### src/rtl/led_matrix_scan_ctrl_if.sv
// Frame handoff between the symbol-to-bitmap decoder (master) and the LED scan controller (slave).
// Row r of frame_in is bits [8r+7:8r]; bit 8r+c drives column c.
interface led_matrix_scan_ctrl_if;
    logic [63:0] frame_in;
    logic        frame_valid;
    logic        frame_ready;

    modport master (
        output frame_in,
        output frame_valid,
        input  frame_ready
    );

    modport slave (
        input  frame_in,
        input  frame_valid,
        output frame_ready
    );
endinterface

### src/rtl/led_matrix_scan_ctrl.sv
// Row-multiplexed 8x8 LED matrix scanner with a double-buffered frame.
// Each row is lit for DWELL_CYCLES clocks and then blanked for BLANK_CYCLES clocks.
module led_matrix_scan_ctrl #(
    parameter int DWELL_CYCLES = 50000,
    parameter int BLANK_CYCLES = 500,
    parameter int CNT_W        = 16
) (
    input  logic                       clk,
    input  logic                       rst_n,
    led_matrix_scan_ctrl_if.slave      frame_if,
    input  logic                       enable,
    output logic [7:0]                 row_en,
    output logic [7:0]                 col,
    output logic                       frame_done
);

    typedef enum logic [1:0] {
        IDLE  = 2'd0,
        SHOW  = 2'd1,
        BLANK = 2'd2
    } state_t;

    localparam logic [CNT_W-1:0] DWELL_LAST = CNT_W'(DWELL_CYCLES - 1);
    localparam logic [CNT_W-1:0] BLANK_LAST = CNT_W'(BLANK_CYCLES - 1);
    localparam logic [CNT_W-1:0] CNT_ONE    = CNT_W'(1);

    state_t             state_r, state_s;
    logic [2:0]         row_r, row_s;
    logic [CNT_W-1:0]   cnt_r, cnt_s;
    logic [63:0]        active_r, active_s;
    logic [63:0]        pending_r, pending_s;
    logic               pending_full_r, pending_full_s;
    logic               have_frame_r, have_frame_s;
    logic [7:0]         row_en_r, row_en_s;
    logic [7:0]         col_r, col_s;
    logic               frame_done_r, frame_done_s;
    logic               swap_s;
    logic               accept_s;

    function automatic logic [7:0] row_bits(input logic [63:0] frame, input logic [2:0] r);
        logic [5:0] base;
        base = {r, 3'b000};
        return frame[base +: 8];
    endfunction

    // State, buffers and registered outputs.
    always_ff @(posedge clk or negedge rst_n) begin
        if (!rst_n) begin
            state_r        <= IDLE;
            row_r          <= 3'd0;
            cnt_r          <= '0;
            active_r       <= 64'd0;
            pending_r      <= 64'd0;
            pending_full_r <= 1'b0;
            have_frame_r   <= 1'b0;
            row_en_r       <= 8'd0;
            col_r          <= 8'd0;
            frame_done_r   <= 1'b0;
        end else begin
            state_r        <= state_s;
            row_r          <= row_s;
            cnt_r          <= cnt_s;
            active_r       <= active_s;
            pending_r      <= pending_s;
            pending_full_r <= pending_full_s;
            have_frame_r   <= have_frame_s;
            row_en_r       <= row_en_s;
            col_r          <= col_s;
            frame_done_r   <= frame_done_s;
        end
    end

    // Scan sequencing; swaps happen only at frame boundaries so a frame never tears.
    always_comb begin
        state_s      = state_r;
        row_s        = row_r;
        cnt_s        = cnt_r;
        swap_s       = 1'b0;
        frame_done_s = 1'b0;
        case (state_r)
            IDLE: begin
                if (enable && (pending_full_r || have_frame_r)) begin
                    swap_s  = pending_full_r;
                    row_s   = 3'd0;
                    cnt_s   = '0;
                    state_s = SHOW;
                end else begin
                    cnt_s = '0;
                end
            end
            SHOW: begin
                if (cnt_r == DWELL_LAST) begin
                    cnt_s   = '0;
                    state_s = BLANK;
                end else begin
                    cnt_s = cnt_r + CNT_ONE;
                end
            end
            BLANK: begin
                if (cnt_r == BLANK_LAST) begin
                    cnt_s = '0;
                    if (row_r == 3'd7) begin
                        frame_done_s = 1'b1;
                        swap_s       = pending_full_r;
                        row_s        = 3'd0;
                        state_s      = enable ? SHOW : IDLE;
                    end else if (enable) begin
                        row_s   = row_r + 3'd1;
                        state_s = SHOW;
                    end else begin
                        row_s   = 3'd0;
                        state_s = IDLE;
                    end
                end else begin
                    cnt_s = cnt_r + CNT_ONE;
                end
            end
            default: begin
                row_s   = 3'd0;
                cnt_s   = '0;
                state_s = IDLE;
            end
        endcase
    end

    // Buffer handoff and next output values, aligned with the next state.
    always_comb begin
        accept_s       = frame_if.frame_valid && !pending_full_r;
        pending_s      = pending_r;
        pending_full_s = pending_full_r;
        active_s       = active_r;
        have_frame_s   = have_frame_r;
        row_en_s       = 8'd0;
        col_s          = 8'd0;
        if (swap_s) begin
            active_s       = pending_r;
            pending_full_s = 1'b0;
            have_frame_s   = 1'b1;
        end else if (accept_s) begin
            pending_s      = frame_if.frame_in;
            pending_full_s = 1'b1;
        end else begin
            pending_full_s = pending_full_r;
        end
        if (state_s == SHOW) begin
            row_en_s = 8'd1 << row_s;
            col_s    = row_bits(active_s, row_s);
        end else begin
            row_en_s = 8'd0;
            col_s    = 8'd0;
        end
    end

    assign frame_if.frame_ready = ~pending_full_r;
    assign row_en               = row_en_r;
    assign col                  = col_r;
    assign frame_done           = frame_done_r;

endmodule

### src/flat_wrapper.sv
// flat-port wrapper written by rule: the top's interface ports become plain ports
module led_matrix_scan_ctrl_flat 
#(
    parameter int DWELL_CYCLES = 50000,
    parameter int BLANK_CYCLES = 500,
    parameter int CNT_W        = 16
)
  (clk, rst_n, enable, row_en, col, frame_done, frame_if_frame_in, frame_if_frame_valid, frame_if_frame_ready);
  led_matrix_scan_ctrl_if frame_if_i ();
  input  logic clk;
  input  logic rst_n;
  input  logic enable;
  output logic [7:0] row_en;
  output logic [7:0] col;
  output logic frame_done;
  input wire logic [$bits(frame_if_i.frame_in)-1:0] frame_if_frame_in;
  input wire logic [$bits(frame_if_i.frame_valid)-1:0] frame_if_frame_valid;
  output wire logic [$bits(frame_if_i.frame_ready)-1:0] frame_if_frame_ready;
  assign frame_if_i.frame_in = frame_if_frame_in;
  assign frame_if_i.frame_valid = frame_if_frame_valid;
  assign frame_if_frame_ready = frame_if_i.frame_ready;
  led_matrix_scan_ctrl #(.DWELL_CYCLES(DWELL_CYCLES), .BLANK_CYCLES(BLANK_CYCLES), .CNT_W(CNT_W)) u_core (.clk(clk), .rst_n(rst_n), .frame_if(frame_if_i), .enable(enable), .row_en(row_en), .col(col), .frame_done(frame_done));
endmodule
### config.mk
export PLATFORM = sky130hd
export DESIGN_NAME = led_matrix_scan_ctrl_flat
export DESIGN_NICKNAME = d
export VERILOG_FILES = /design/src/rtl/led_matrix_scan_ctrl_if.sv /design/src/rtl/led_matrix_scan_ctrl.sv /design/src/flat_wrapper.sv
export SDC_FILE = /design/constraint.sdc
export NUM_CORES = 1
export LEC_CHECK = 0
export CAP_MARGIN = 15
export CORE_MARGIN = 8
export CORE_UTILIZATION = 30
export CTS_CLUSTER_SIZE = 14
export DETAILED_ROUTE_END_ITERATION = 8
export PLACE_DENSITY = 0.56
export SETUP_SLACK_MARGIN = 0.15
export SYNTH_ARGS = -nofsm -noshare
export SYNTH_HDL_FRONTEND = slang
export SYNTH_SLANG_ARGS = --single-unit
### constraint.sdc
create_clock -name clk -period 2.7 [get_ports clk]
set_input_delay 0.54 -clock clk [delete_from_list [all_inputs] [get_ports clk]]
set_output_delay 0.54 -clock clk [all_outputs]
set_load 0.01 [all_outputs]
After elaboration in Yosys (flattened, before gate mapping)
Cells that the tools add are included.

Latch bits: 0. Memory bits (writable): 0. Bits in read-only memories: 0. Register bits: 168. Memories: 0.

Multiplexer cells: 25. Add/sub/neg operators: 2. Reductions and logical operators: 7. Shift-type cells: 2. Equal/unequal tests: 6. Multiply operators: 0. Bitwise logic cells: 2. Div/mod/pow operators: 0. $lt $le $gt $ge: 0.

Operators by type and width (number): 2-to-1 mux 64 bit (1); variable part select 64 x 7 -> 8 bit (1); 2-to-1 mux 16 bit (2); case mux 16 bit (2 select lines) (1); adder 16 x 1 -> 16 bit (second input constant) (1); == test 16 bit (second input constant) (1); == test 16 x 9 -> 1 bit (second input constant) (1); 2-to-1 mux 8 bit (2); 2-to-1 mux 3 bit (4); 2-to-1 mux 1 bit (9); case mux 3 bit (3 select lines) (1); left shift 1 x 3 -> 8 bit (first input constant) (1); 2-to-1 mux 2 bit (3); case mux 2 bit (3 select lines) (1); == test 2 x 1 -> 1 bit (second input constant) (2); adder 3 x 1 -> 3 bit (second input constant) (1); == test 3 bit (second input constant) (1); == test 2 bit (second input constant) (1); logical AND 1 bit (2); logical NOT 2 bit (1); NOT 1 bit (2); case mux 1 bit (2 select lines) (1); AND reduction 2 bit (1); nonzero test 2 bit (1); 2 further kinds (2).

Longest topological paths before layout
Gate-level depths: netlist of the first run.

Depth in word-level cells: 7. Depth in mapped cells: 12. Gate-level depth less buffers: 9.

Least setup slack after synthesis of the first run
No wires, ideal clock.

Kind: register to register. From: register u_core.state_r[0]. To: register u_core.col_r[7] (netlist: u_core.col[7]). Arrival: 2.370 ns. Stages on the path, launching flop included: 13. Data required time: 2.580 ns. Library setup time: 0.120 ns. Slack: 0.210 ns. Buffers on the path: 3. Cells stage by stage: dfrtp_1 -> inv_1 -> ha_1 -> and2_1 -> buf_2 -> clkbuf_1 -> clkbuf_1 -> o311ai_0 -> a311oi_1 -> o211ai_1 -> o211ai_1 -> o211ai_1 -> o211a_1.

Cells in the longest elaborated chain, start to end: 5. Elaborated cells between the ends (all ways): 13.

Ends and longest elaborated chain: start, declared (RTL line led_matrix_scan_ctrl.sv:27) `state_t state_r, state_s;`; start signal, assigned (RTL line led_matrix_scan_ctrl.sv:60) `state_r <= state_s;`; == test 2 bit / logical NOT 2 bit (equally long branches) (RTL line led_matrix_scan_ctrl.sv:80) `case (state_r)`; case mux 1 bit (2 select lines) (RTL line led_matrix_scan_ctrl.sv:80); 2-to-1 mux 64 bit (RTL line led_matrix_scan_ctrl.sv:135) `if (swap_s) begin`; variable part select 64 x 7 -> 8 bit (RTL line led_matrix_scan_ctrl.sv:43) `return frame[base +: 8];`; 2-to-1 mux 8 bit (*) (RTL line led_matrix_scan_ctrl.sv:145) `if (state_s == SHOW) begin`; named net u_core.col_s[7] (RTL line led_matrix_scan_ctrl.sv:35) `logic [7:0] col_r, col_s;`; end signal, assigned (RTL line led_matrix_scan_ctrl.sv:68) `col_r <= col_s;`; end, declared (RTL line led_matrix_scan_ctrl.sv:35).

Mark *: on every way through the listed nets, which the timed path passes. The rest lies on a longest branch. A chain may end at the register's enable or synchronous reset.

Final worst setup path of the first run
From: register u_core.cnt_r[0]. To: register u_core.col_r[7] (netlist: u_core.col[7]).

Cells in the longest elaborated chain, start to end: 6. Elaborated cells between the ends (all ways): 13.

Ends and longest elaborated chain: start, declared (RTL line led_matrix_scan_ctrl.sv:29) `logic [CNT_W-1:0] cnt_r, cnt_s;`; start signal, assigned (RTL line led_matrix_scan_ctrl.sv:62) `cnt_r <= cnt_s;`; == test 16 x 9 -> 1 bit (RTL line led_matrix_scan_ctrl.sv:100) `if (cnt_r == BLANK_LAST) begin`; 2-to-1 mux 1 bit (RTL line led_matrix_scan_ctrl.sv:100); case mux 1 bit (2 select lines) (RTL line led_matrix_scan_ctrl.sv:80); 2-to-1 mux 64 bit (RTL line led_matrix_scan_ctrl.sv:135); named net u_core.active_s[15] (RTL line led_matrix_scan_ctrl.sv:30) `logic [63:0] active_r, active_s;`; variable part select 64 x 7 -> 8 bit (RTL line led_matrix_scan_ctrl.sv:43); 2-to-1 mux 8 bit (RTL line led_matrix_scan_ctrl.sv:145); named net u_core.col_s[7] (RTL line led_matrix_scan_ctrl.sv:35).

The timed path passes the listed nets, and every way through them passes these cells.

==> results.yml, run 1 <==
yosys:
  yosys-top-cells-area: "dfrtp_1 51%, mux2_2 11%, nand3_1 7.5%"
  synth_async_sr_flop_share: 1.00
  synth.yosys.warnings: 0
  post-synth-top-area-cell: "dfrtp_1"
  synth_seq_area_share: 0.509
  synth.avg_cell_area_um2: 10.7
  yosys.area.top_type_share: 0.509
  postSynthNetCount: 848
  synth_most_common_cell: "dfrtp_1"
  synth-edff-count: 0
  yosys_register_bits: 168
  netlist_top_cells_count: "168 x dfrtp_1, 124 x nand3_1, 77 x mux2_2"
  synth_cell_types: 49
  syn_area_um2: 8260
  synth_cells: 773
  yosys_most_used_dff: "dfrtp_1"
route:
  met2_wirelength_mm: 10.1
  wl_met3_um: 930
  vias: 6470
  detail_route.vias_per_cell: 5.21
  drc_errors: 0
  routed.top_layer: "met4"
  initialDrtViolationCount: 365
  route.layer.met1.wl_mm: 11.2
  avgRoutedWirePerCell_um: 18.3
  routed_wirelength_mm: 22.7
  firstDrtPassIters: 5
  antenna_violating_nets_post_route: 0
critical_path:
  crit_cells: 8
  critical_path_class: "flip-flop to flip-flop"
  crit_start: "u_core.cnt_r[0]$_DFF_PN0_"
  worst_setup_path_endpoint: "u_core.col[7]$_DFF_PN0_"
  cp_cell_sequence: "ha_4 > nor4b_4 > and4_4 > and3_4 > o21ai_4 > mux2_2 > mux4_2 > o211a_1"
  cpLargestDelayFamily: "multiplexers"
  worst_ep_required_time_ps: 3020
  reg2reg_setup_slack_ps: 170
  crit_end_category: "flip-flop"
  startpoint_type: "flip-flop"
  crit_path_max_fanout: 5
  critical_path.slowest_cell: "mux4_2"
  cp_data_arrival_time_ps: 2850
  depth_of_the_most_critical_reg_to_reg_path: 8
  worstPathBufferInverterCount: 0
  rr_startpoint: "u_core.cnt_r[0]$_DFF_PN0_"
  max_stage_delay_ps: 470
  crit-reg2reg-capture: "u_core.col[7]$_DFF_PN0_"
global_routing:
  global_route.overflow_total: 0
  first_global_vias: 6517
  global_route_wire_length_before_repair_mm: 36.9
  grt_usage: 0.139
  grt_start_max_net_pins: 76
  initial_antenna_violation_count: 0
power:
  ir_drop_mv: 0.356
  power_density_nw_per_um2: 590
  leakage_nw: 4.69
sta:
  finalWorstPathRequiredPeriod_ps: 2530
  setup_repair_after_global_routing_missed_its_margin: "true"
  worst_slack_ps: 171
  timing.final.setup_violations: 0
  top_achievable_clock_speed_mhz: 395
  fin_tns_setup_ps: 0
  relSlewSlack: 0.624
  slew_violations: 0
  finalCritPeriodShare: 0.937
  skew_ps: 8.71
  max_slew.worst_pin.slew_ps: 564
  timing_hold_violations_final: 0
finish:
  synthToLayoutAreaGrowth_pct: 31.5
  count_of_nets_after_finishing: 962
  antenna_cells: 0
  post_route_cells_drive_above_1_share: 0.256
cts:
  tritoncts_buffers: 17
  clock-sinks: 168
  hold_fix_buffer_count_after_cts: 0
  tritoncts: "done"
  clock_latency_ps: 430
  cts.clk_slew.worst_paths_ps: 70
  cts.path.max_buffers: 2
  htree_num_levels: 4
  cts_root_buffer: "clkbuf_16"
die:
  floorplan.die_area_um2: 33100
  start_util: 0.305
  overall_die_width_um: 182
  ioPinCount: 86
  dieHeight_um: 182
  floorplan.core_area_um2: 27000
  num_rows: 60
outcome:
  run_status: "completed"
placed_design:
  gp_routability_congestion: 0.791
  dp_worst_setup_slack_ps: -67.9
  hpwl_mm: 15.1
  io_buffers: 85
flow_run:
  max_cap_violations: 0
min_path:
  hp-class: "input pin to async pin"
[stage by stage]
step / power [mW] / hold slack (ps) / util / instance area [µm²] / cells
floorplan: 3.47 / 244 / - / 8260 / 773
global placement: 3.84 / 450 / 0.366 / 9890 / 1194
detailed placement: 3.85 / 459 / 0.366 / 9890 / 1194
CTS: 6.49 / 91.6 / 0.391 / 10600 / 1228
global route: 6.70 / 107 / 0.402 / 10900 / 1241
finish: 6.40 / 69.7 / 0.402 / 10900 / 1241
[registers in the layout (all words and copies together) (netlist names)]
name and count:
u_core.active_r 64, u_core.pending_r 64, u_core.cnt_r 16, u_core.col 8
u_core.row_en 8, u_core.row_r 3, u_core.state_r 2, u_core.frame_done 1
u_core.have_frame_r 1, u_core.pending_full_r 1
[how the worst min path moves through the flow]
| stage | startpoint | endpoint | slack (ps) | depth (start not counted) |
|---|---|---|---|---|
| 6_report | rst_n | u_core.pending_r[61]$_DFFE_PN0P_ | 70 | 1 |
| 5_1_grt | rst_n | u_core.row_en[5]$_DFF_PN0_ | 110 | 1 |
| 4_1_cts | rst_n | u_core.pending_r[42]$_DFFE_PN0P_ | 90 | 1 |
| 3_5_place_dp | u_core.cnt_r[0]$_DFF_PN0_ | u_core.cnt_r[0]$_DFF_PN0_ | 460 | 1 |
| 3_3_place_gp | u_core.cnt_r[0]$_DFF_PN0_ | u_core.cnt_r[0]$_DFF_PN0_ | 450 | 1 |
| 2_1_floorplan | rst_n | u_core.active_r[0]$_DFF_PN0_ | 240 | 0 |
[placed cells by master, fill, tap and decap left out, types with 4 or more instances in the layout]
cell	count
nor2_1	22
o211ai_1	13
nand2_1	20
dfrtp_1	167
inv_1	18
xnor2_1	5
xor2_1	9
buf_6	6
a21oi_1	4
nand2b_1	4
inv_6	5
nor3b_1	40
o22ai_1	6
buf_12	13
clkbuf_16	17
a211oi_1	37
mux2_2	74
and3_1	42
o21ai_0	32
buf_4	55
nand3_1	112
nand4_1	6
o32ai_1	4
clkdlybuf4s50_1	84
mux2i_1	19
nand3_2	12
[report_power, final]
part | internal (mW) | leakage (nW) | switching (mW)
logic | 0.383 | 2.46 | 0.255
registers | 2.88 | 1.93 | 0.285
clock network | 1.51 | 0.306 | 1.08
total | 4.78 | 4.69 | 1.62
[final cells by class]
class / instances / area, µm²
multi-input combinational: 519 / 3900
inverter: 22 / 86.3
fill: 2653 / 16200
clock inverter: 14 / 186
clock buffer: 18 / 439
tap: 341 / 427
timing repair buffer: 159 / 1610
sequential: 168 / 4210
[timing repair]
| item | 4_1_cts | 5_1_grt |
|---|---|---|
| buffers inserted | 1 | 13 |
| cloned | 1 | 0 |
| setup endpoints to repair | 10 | 17 |
| pin swaps | 2 | 9 |
| resized for setup | 4 | 43 |
[per-layer routing]
metal	GRT usage	vias to the layer above
li1	-	3056
met1	0.196	3230
met2	0.206	157
met3	0.0285	27
met4	0.0535	0
met5	0	-
[kinds of logic after synthesis]
kind of cell | synth area share
muxes | 0.131
DFF | 0.509
xor gates and xnor gates | 0.0149
and+or+nand+nor | 0.194
AOI/OAI and AO/OA | 0.0988
buffers and inverters | 0.0414
adders and majority gates | 0.0106
Power figures use the tool's default switching activity.
==> run 2, diff against run 1 <==
--- a/config.mk
+++ b/config.mk
@@ -10,6 +10,7 @@
 export CORE_UTILIZATION = 30
 export CTS_CLUSTER_SIZE = 14
 export DETAILED_ROUTE_END_ITERATION = 8
+export GPL_TIMING_DRIVEN = 0
 export PLACE_DENSITY = 0.56
 export SETUP_SLACK_MARGIN = 0.15
 export SYNTH_ARGS = -nofsm -noshare
==> run 2 against run 1 <==
Clock power is 11% lower. Power fell by 4.9%. Via count rose by 3.2%. Clock skew shrank 1.2 ps. Worst hold slack got worse by 22 ps. Wire length rose by 8.9%.
==> results.yml, run 2 (same netlist as run 1, synthesis figures left out) <==
die:
  num_rows: 60
  ioPinCount: 86
  floorplan.core_area_um2: 27000
  overall_die_width_um: 182
  floorplan.die_area_um2: 33100
  start_util: 0.305
  dieHeight_um: 182
sta:
  slew_violations: 0
  skew_ps: 7.49
  worst_slack_ps: 41.6
  finalCritPeriodShare: 0.985
  setup_repair_after_global_routing_missed_its_margin: "true"
  finalWorstPathRequiredPeriod_ps: 2660
  timing.final.setup_violations: 0
  fin_tns_setup_ps: 0
  relSlewSlack: 0.514
  max_slew.worst_pin.slew_ps: 729
  top_achievable_clock_speed_mhz: 376
  timing_hold_violations_final: 0
power:
  pwr-share-seq: 0.516
  power_density_nw_per_um2: 555
  leakage_nw: 4.77
  power.switching_fraction: 0.254
  power.internal_mw: 4.54
  ir_drop_mv: 0.371
  switchingPower_mw: 1.55
  comb_power_frac: 0.104
  p_clk_frac: 0.379
route:
  firstDrtPassIters: 5
  initialDrtViolationCount: 465
  avgRoutedWirePerCell_um: 19.5
  detail_route.vias_per_cell: 5.27
  drc_errors: 0
  antenna_violating_nets_post_route: 0
  vias: 6674
  routed_wirelength_mm: 24.7
cts:
  clock_latency_ps: 430
  cts.clk_slew.worst_paths_ps: 60
  tritoncts: "done"
  htree_num_levels: 4
  hold_fix_buffer_count_after_cts: 0
  tritoncts_buffers: 17
  clock-sinks: 168
  cts_root_buffer: "clkbuf_16"
  cts.path.max_buffers: 2
critical_path:
  critical_path.slowest_cell: "mux4_2"
  worst_ep_required_time_ps: 3010
  crit-reg2reg-capture: "u_core.col[7]$_DFF_PN0_"
  depth_of_the_most_critical_reg_to_reg_path: 9
  rr_startpoint: "u_core.cnt_r[0]$_DFF_PN0_"
  max_stage_delay_ps: 470
  crit_end_category: "flip-flop"
  cp_data_arrival_time_ps: 2970
  cp_cell_sequence: "ha_2 > nor4b_4 > and4_4 > and3_4 > o21ai_4 > buf_12 > mux2_4 > mux4_2 > o211a_1"
  crit_path_max_fanout: 5
  critical_path_class: "flip-flop to flip-flop"
  startpoint_type: "flip-flop"
  reg2reg_setup_slack_ps: 40
global_routing:
  first_global_vias: 6800
  initial_antenna_violation_count: 1
  met1_usage: 0.205
  grt_met3_use: 0.0323
  global_route_wire_length_before_repair_mm: 38.7
  grt_util_met2: 0.227
  grt_usage: 0.148
  global_route.overflow_total: 0
  top_usage_layer: "met2"
  grt_start_max_net_pins: 104
flow_run:
  max_cap_violations: 0
finish:
  largestRegisters: "u_core.active_r: 64 flops, u_core.pending_r: 64 flops, u_core.cnt_r: 16 flops"
  post_route_cells_drive_above_1_share: 0.268
  antenna_cells: 0
  synthToLayoutAreaGrowth_pct: 32.8
  final_cell_mix: "168 x dfrtp_1, 110 x nand3_1, 82 x clkdlybuf4s50_1, 70 x mux2_2, 42 x and3_1"
  count_of_nets_after_finishing: 989
  layout.cells.most_common: "dfrtp_1"
min_path:
  hp-class: "input pin to async pin"
placed_design:
  hpwl_mm: 16.4
  gp_routability_congestion: 0.785
  io_buffers: 85
  dp_worst_setup_slack_ps: -911
outcome:
  run_status: "completed"
-- run 2: routing by layer --
| layer | routed length, µm | up-vias |
|---|---|---|
| met1 | 11800 | 3310 |
| met3 | 1410 | 20 |
| met4 | 279 | 2 |
| met5 | 13 | - |
| li1 | - | 3112 |
| met2 | 11200 | 230 |
-- run 2: cell type report --
cell class              instances  area, µm²
flip-flops and latches        168       4200
fillers                      2658      16100
repair buffers                122       1220
clock buffers                  20        447
clock inverters                11        101
multi-input cells             519       4030
plain buffers                  64        450
well taps                     341        427
inverters                      22       85.1
-- run 2: per-stage QoR --
step                      cells   util  hold WS, ps  total power [mW]  cell area [µm²]
after floorplan             773      -          244              3.47             8260
after global placement     1199  0.353          469              3.80             9530
after detailed placement   1200  0.354          468              3.82             9570
after CTS                  1251  0.389         65.3              6.16            10500
after global routing       1267  0.406         83.1              6.37            11000
final                      1267  0.406         47.7              6.09            11000
-- run 2: power by group through the flow --
stage                     registers (mW)  logic, mW  clock network [mW]
after global placement              3.17      0.622                   0
after global routing                3.19      0.713                2.47
after CTS                           3.14      0.650                2.37
final                               3.14      0.636                2.31
after detailed placement            3.18      0.640                   0
after floorplan                     3.07      0.397                   0
-- run 2: what timing repair did --
| item | CTS | global route |
|---|---|---|
| setup endpoints to repair | 98 | 35 |
| buffers inserted | 19 | 13 |
| pin swaps | 12 | 18 |
| endpoints found under the hold margin | 0 | 0 |
| resized for setup | 85 | 97 |
| cloned | 1 | 3 |
-- run 2: worst max-delay path by stage --
| stage | start | endpoint | depth (start not counted) |
|---|---|---|---|
| floorplan | u_core.state_r[0]$_DFF_PN0_ | u_core.col[7]$_DFF_PN0_ | 12 |
| global placement | rst_n | u_core.pending_r[2]$_DFFE_PN0P_ | 1 |
| detailed placement | enable | u_core.col[7]$_DFF_PN0_ | 11 |
| CTS | u_core.cnt_r[0]$_DFF_PN0_ | u_core.col[7]$_DFF_PN0_ | 9 |
| global route | u_core.cnt_r[0]$_DFF_PN0_ | u_core.col[7]$_DFF_PN0_ | 9 |
| finish | u_core.cnt_r[0]$_DFF_PN0_ | u_core.col[7]$_DFF_PN0_ | 9 |
-- run 2: critical path: cells and delay by family, from the launching register on --
kind	cells	cell delay [ps]
muxes	2	770
buffers and inverters	1	150
DFF	1	370
and+or+nand+nor	3	760
adders and majority gates	1	190
AOI/OAI and AO/OA	2	300
==> RTL edit, RTL diff (flow settings as in run 1) <==
`CNT_W` is set to 16 in 2 places; all go to 20.
--- a/src/rtl/led_matrix_scan_ctrl.sv
+++ b/src/rtl/led_matrix_scan_ctrl.sv
@@ -3,7 +3,7 @@
 module led_matrix_scan_ctrl #(
     parameter int DWELL_CYCLES = 50000,
     parameter int BLANK_CYCLES = 500,
-    parameter int CNT_W        = 16
+    parameter int CNT_W        = 20
 ) (
     input  logic                       clk,
     input  logic                       rst_n,
--- a/src/flat_wrapper.sv
+++ b/src/flat_wrapper.sv
@@ -3,7 +3,7 @@
 #(
     parameter int DWELL_CYCLES = 50000,
     parameter int BLANK_CYCLES = 500,
-    parameter int CNT_W        = 16
+    parameter int CNT_W        = 20
 )
   (clk, rst_n, enable, row_en, col, frame_done, frame_if_frame_in, frame_if_frame_valid, frame_if_frame_ready);
   led_matrix_scan_ctrl_if frame_if_i ();
Behaviour: same outputs for any inputs over 10 cycles, from zero or initial values and one cycle with rst_n low; that may be too few to reach the edited logic, so the function may still have changed.
==> RTL edit against run 1 <==
The flow now finishes with violations (negative setup slack); global-route usage is 1.5 points lower; worst setup slack worse by 0.50 ns; area after synthesis shrank 8.5%; final cell count shrank 9.8%; final area decreased by 2.2%; routed wire length down 16%; sequential cell count grew 4; die area shrank 7.8%.
Power is not compared: it rests on default switching activity, and its combinational part moved more than twofold at a synthesized area within 25%.
==> RTL edit: results (changes against run 1) <==
finish:
  num-nonclk-inverters: 10  # -55%
  multi_input_area_share_pct: 32.8  # -3.1 points
  clk_share_pct: 5.97  # +0.20 points
  nets: 852  # -11%
  largestRegisters: "u_core.active_r x64, u_core.pending_r x64, u_core.cnt_r x20"
  buffer_area_share_pct: 16.4  # +1.6 points
  num-nonclk-buffers: 172  # +8.2%
  drive_above_1_share_pct: 36.5  # +11 points
synthesis:
  yosys-top-cells-count: "dfrtp_1 (172), mux2_2 (113), nand2_1 (106)"
  avgSynthCellArea_um2: 12.3  # +15%
  synth_cell_types: 59  # +20%
  ys_seq_area_share_pct: 57.0  # +6.1 points
  synth.area.top_cells: "dfrtp_1 (57%), mux2_2 (17%), nand2_1 (5.3%)"
critical_path:
  critPathLaunch: "u_core.cnt_r[19]"
  reg2reg_from: "u_core.cnt_r[19]"
  slowest_delay_ns: 0.55  # +0.08 ns
global_routing:
  grt_max_degree: 65  # -14%
  grt_pass1_vias: 5545  # -15%
  grt_first_pass_wirelength_um: 30300  # -18%
  grt_use_total_pct: 12.4  # -1.5 points
drt:
  drtPass1Iterations: 4  # -1
  routed_wl_um: 19100  # -16%
clocking:
  cts_setup_buffers: 4  # +3
  cts_resized: 31  # +27
  cts_sinks: 172  # +2.4%
run_status:
  status: "finished with violations"
  violations: "negative setup slack"
timing:
  fin_worst_skew_ns: 0.0133  # +0.00464 ns
  setup_slack_ns: -0.329  # -0.500 ns
  slew_headroom_pct: 68.4  # +6.1 points
  setup_viol: 16  # +16
place:
  pre_cts_ws_ns: -0.319  # -0.251 ns
  postPlaceCellArea_um2: 9370  # -5.3%
## RTL edit: cell types whose count changed in the layout (fill, tap and decap cells not counted), sizes merged, moves of 29 or more
cell / delta
nand3: -115
nand2: +85
nor3b: -40
a211oi: -39
and3: -38
mux2: +37
o21ai: -29
## RTL edit: stage by stage
step / utilization [%] / instances / TNS [ns] / hold WS [ns]
after floorplan: - / 613 / -1.96 / 0.244
after global placement: 37.5 / 1074 / -2.78 / 0.458
after detailed placement: 37.5 / 1074 / -3.22 / 0.458
after CTS: 40.8 / 1110 / -2.74 / 0.0744
after global routing: 42.5 / 1120 / -4.63 / 0.0851
final: 42.5 / 1120 / -3.12 / 0.0648
## RTL edit: power breakdown
part / internal, µW / switching [µW]
logic: 185 / 99.7
registers: 2700 / 95.1
clock network: 1570 / 1070
## RTL edit: metal layers
layer | vias to the layer above | share of wire [%] | GRT usage [%]
met4 | 0 | 0.87 | 2.61
met2 | 87 | 46 | 18.9
met3 | 10 | 3.1 | 3.02
met1 | 2612 | 50 | 17.6
met5 | - | 0 | 0
li1 | 2465 | - | -
## RTL edit: cells by family (layout without fill, tap and decap cells)
family	after synthesis	in the layout	synth area share, %
AO/OA/AOI/OAI	53	53	6.26
multiplexers	130	130	19.2
buffers and inverters	37	214	2.54
XOR/XNOR	18	18	2.09
adder cells (fa/ha/maj)	7	7	1.16
AND/OR/NAND/NOR	196	196	11.8
flip-flops	172	172	57.0
## RTL edit: worst min path at each step
stage	to	slack, ns	cells past startpoint
after global placement	u_core.active_r[45]	0.46	2
after floorplan	u_core.active_r[0]	0.24	0
after CTS	u_core.pending_r[58]	0.07	1
after detailed placement	u_core.active_r[46]	0.46	2
final	u_core.active_r[7]	0.06	1
after global routing	u_core.active_r[41]	0.09	1
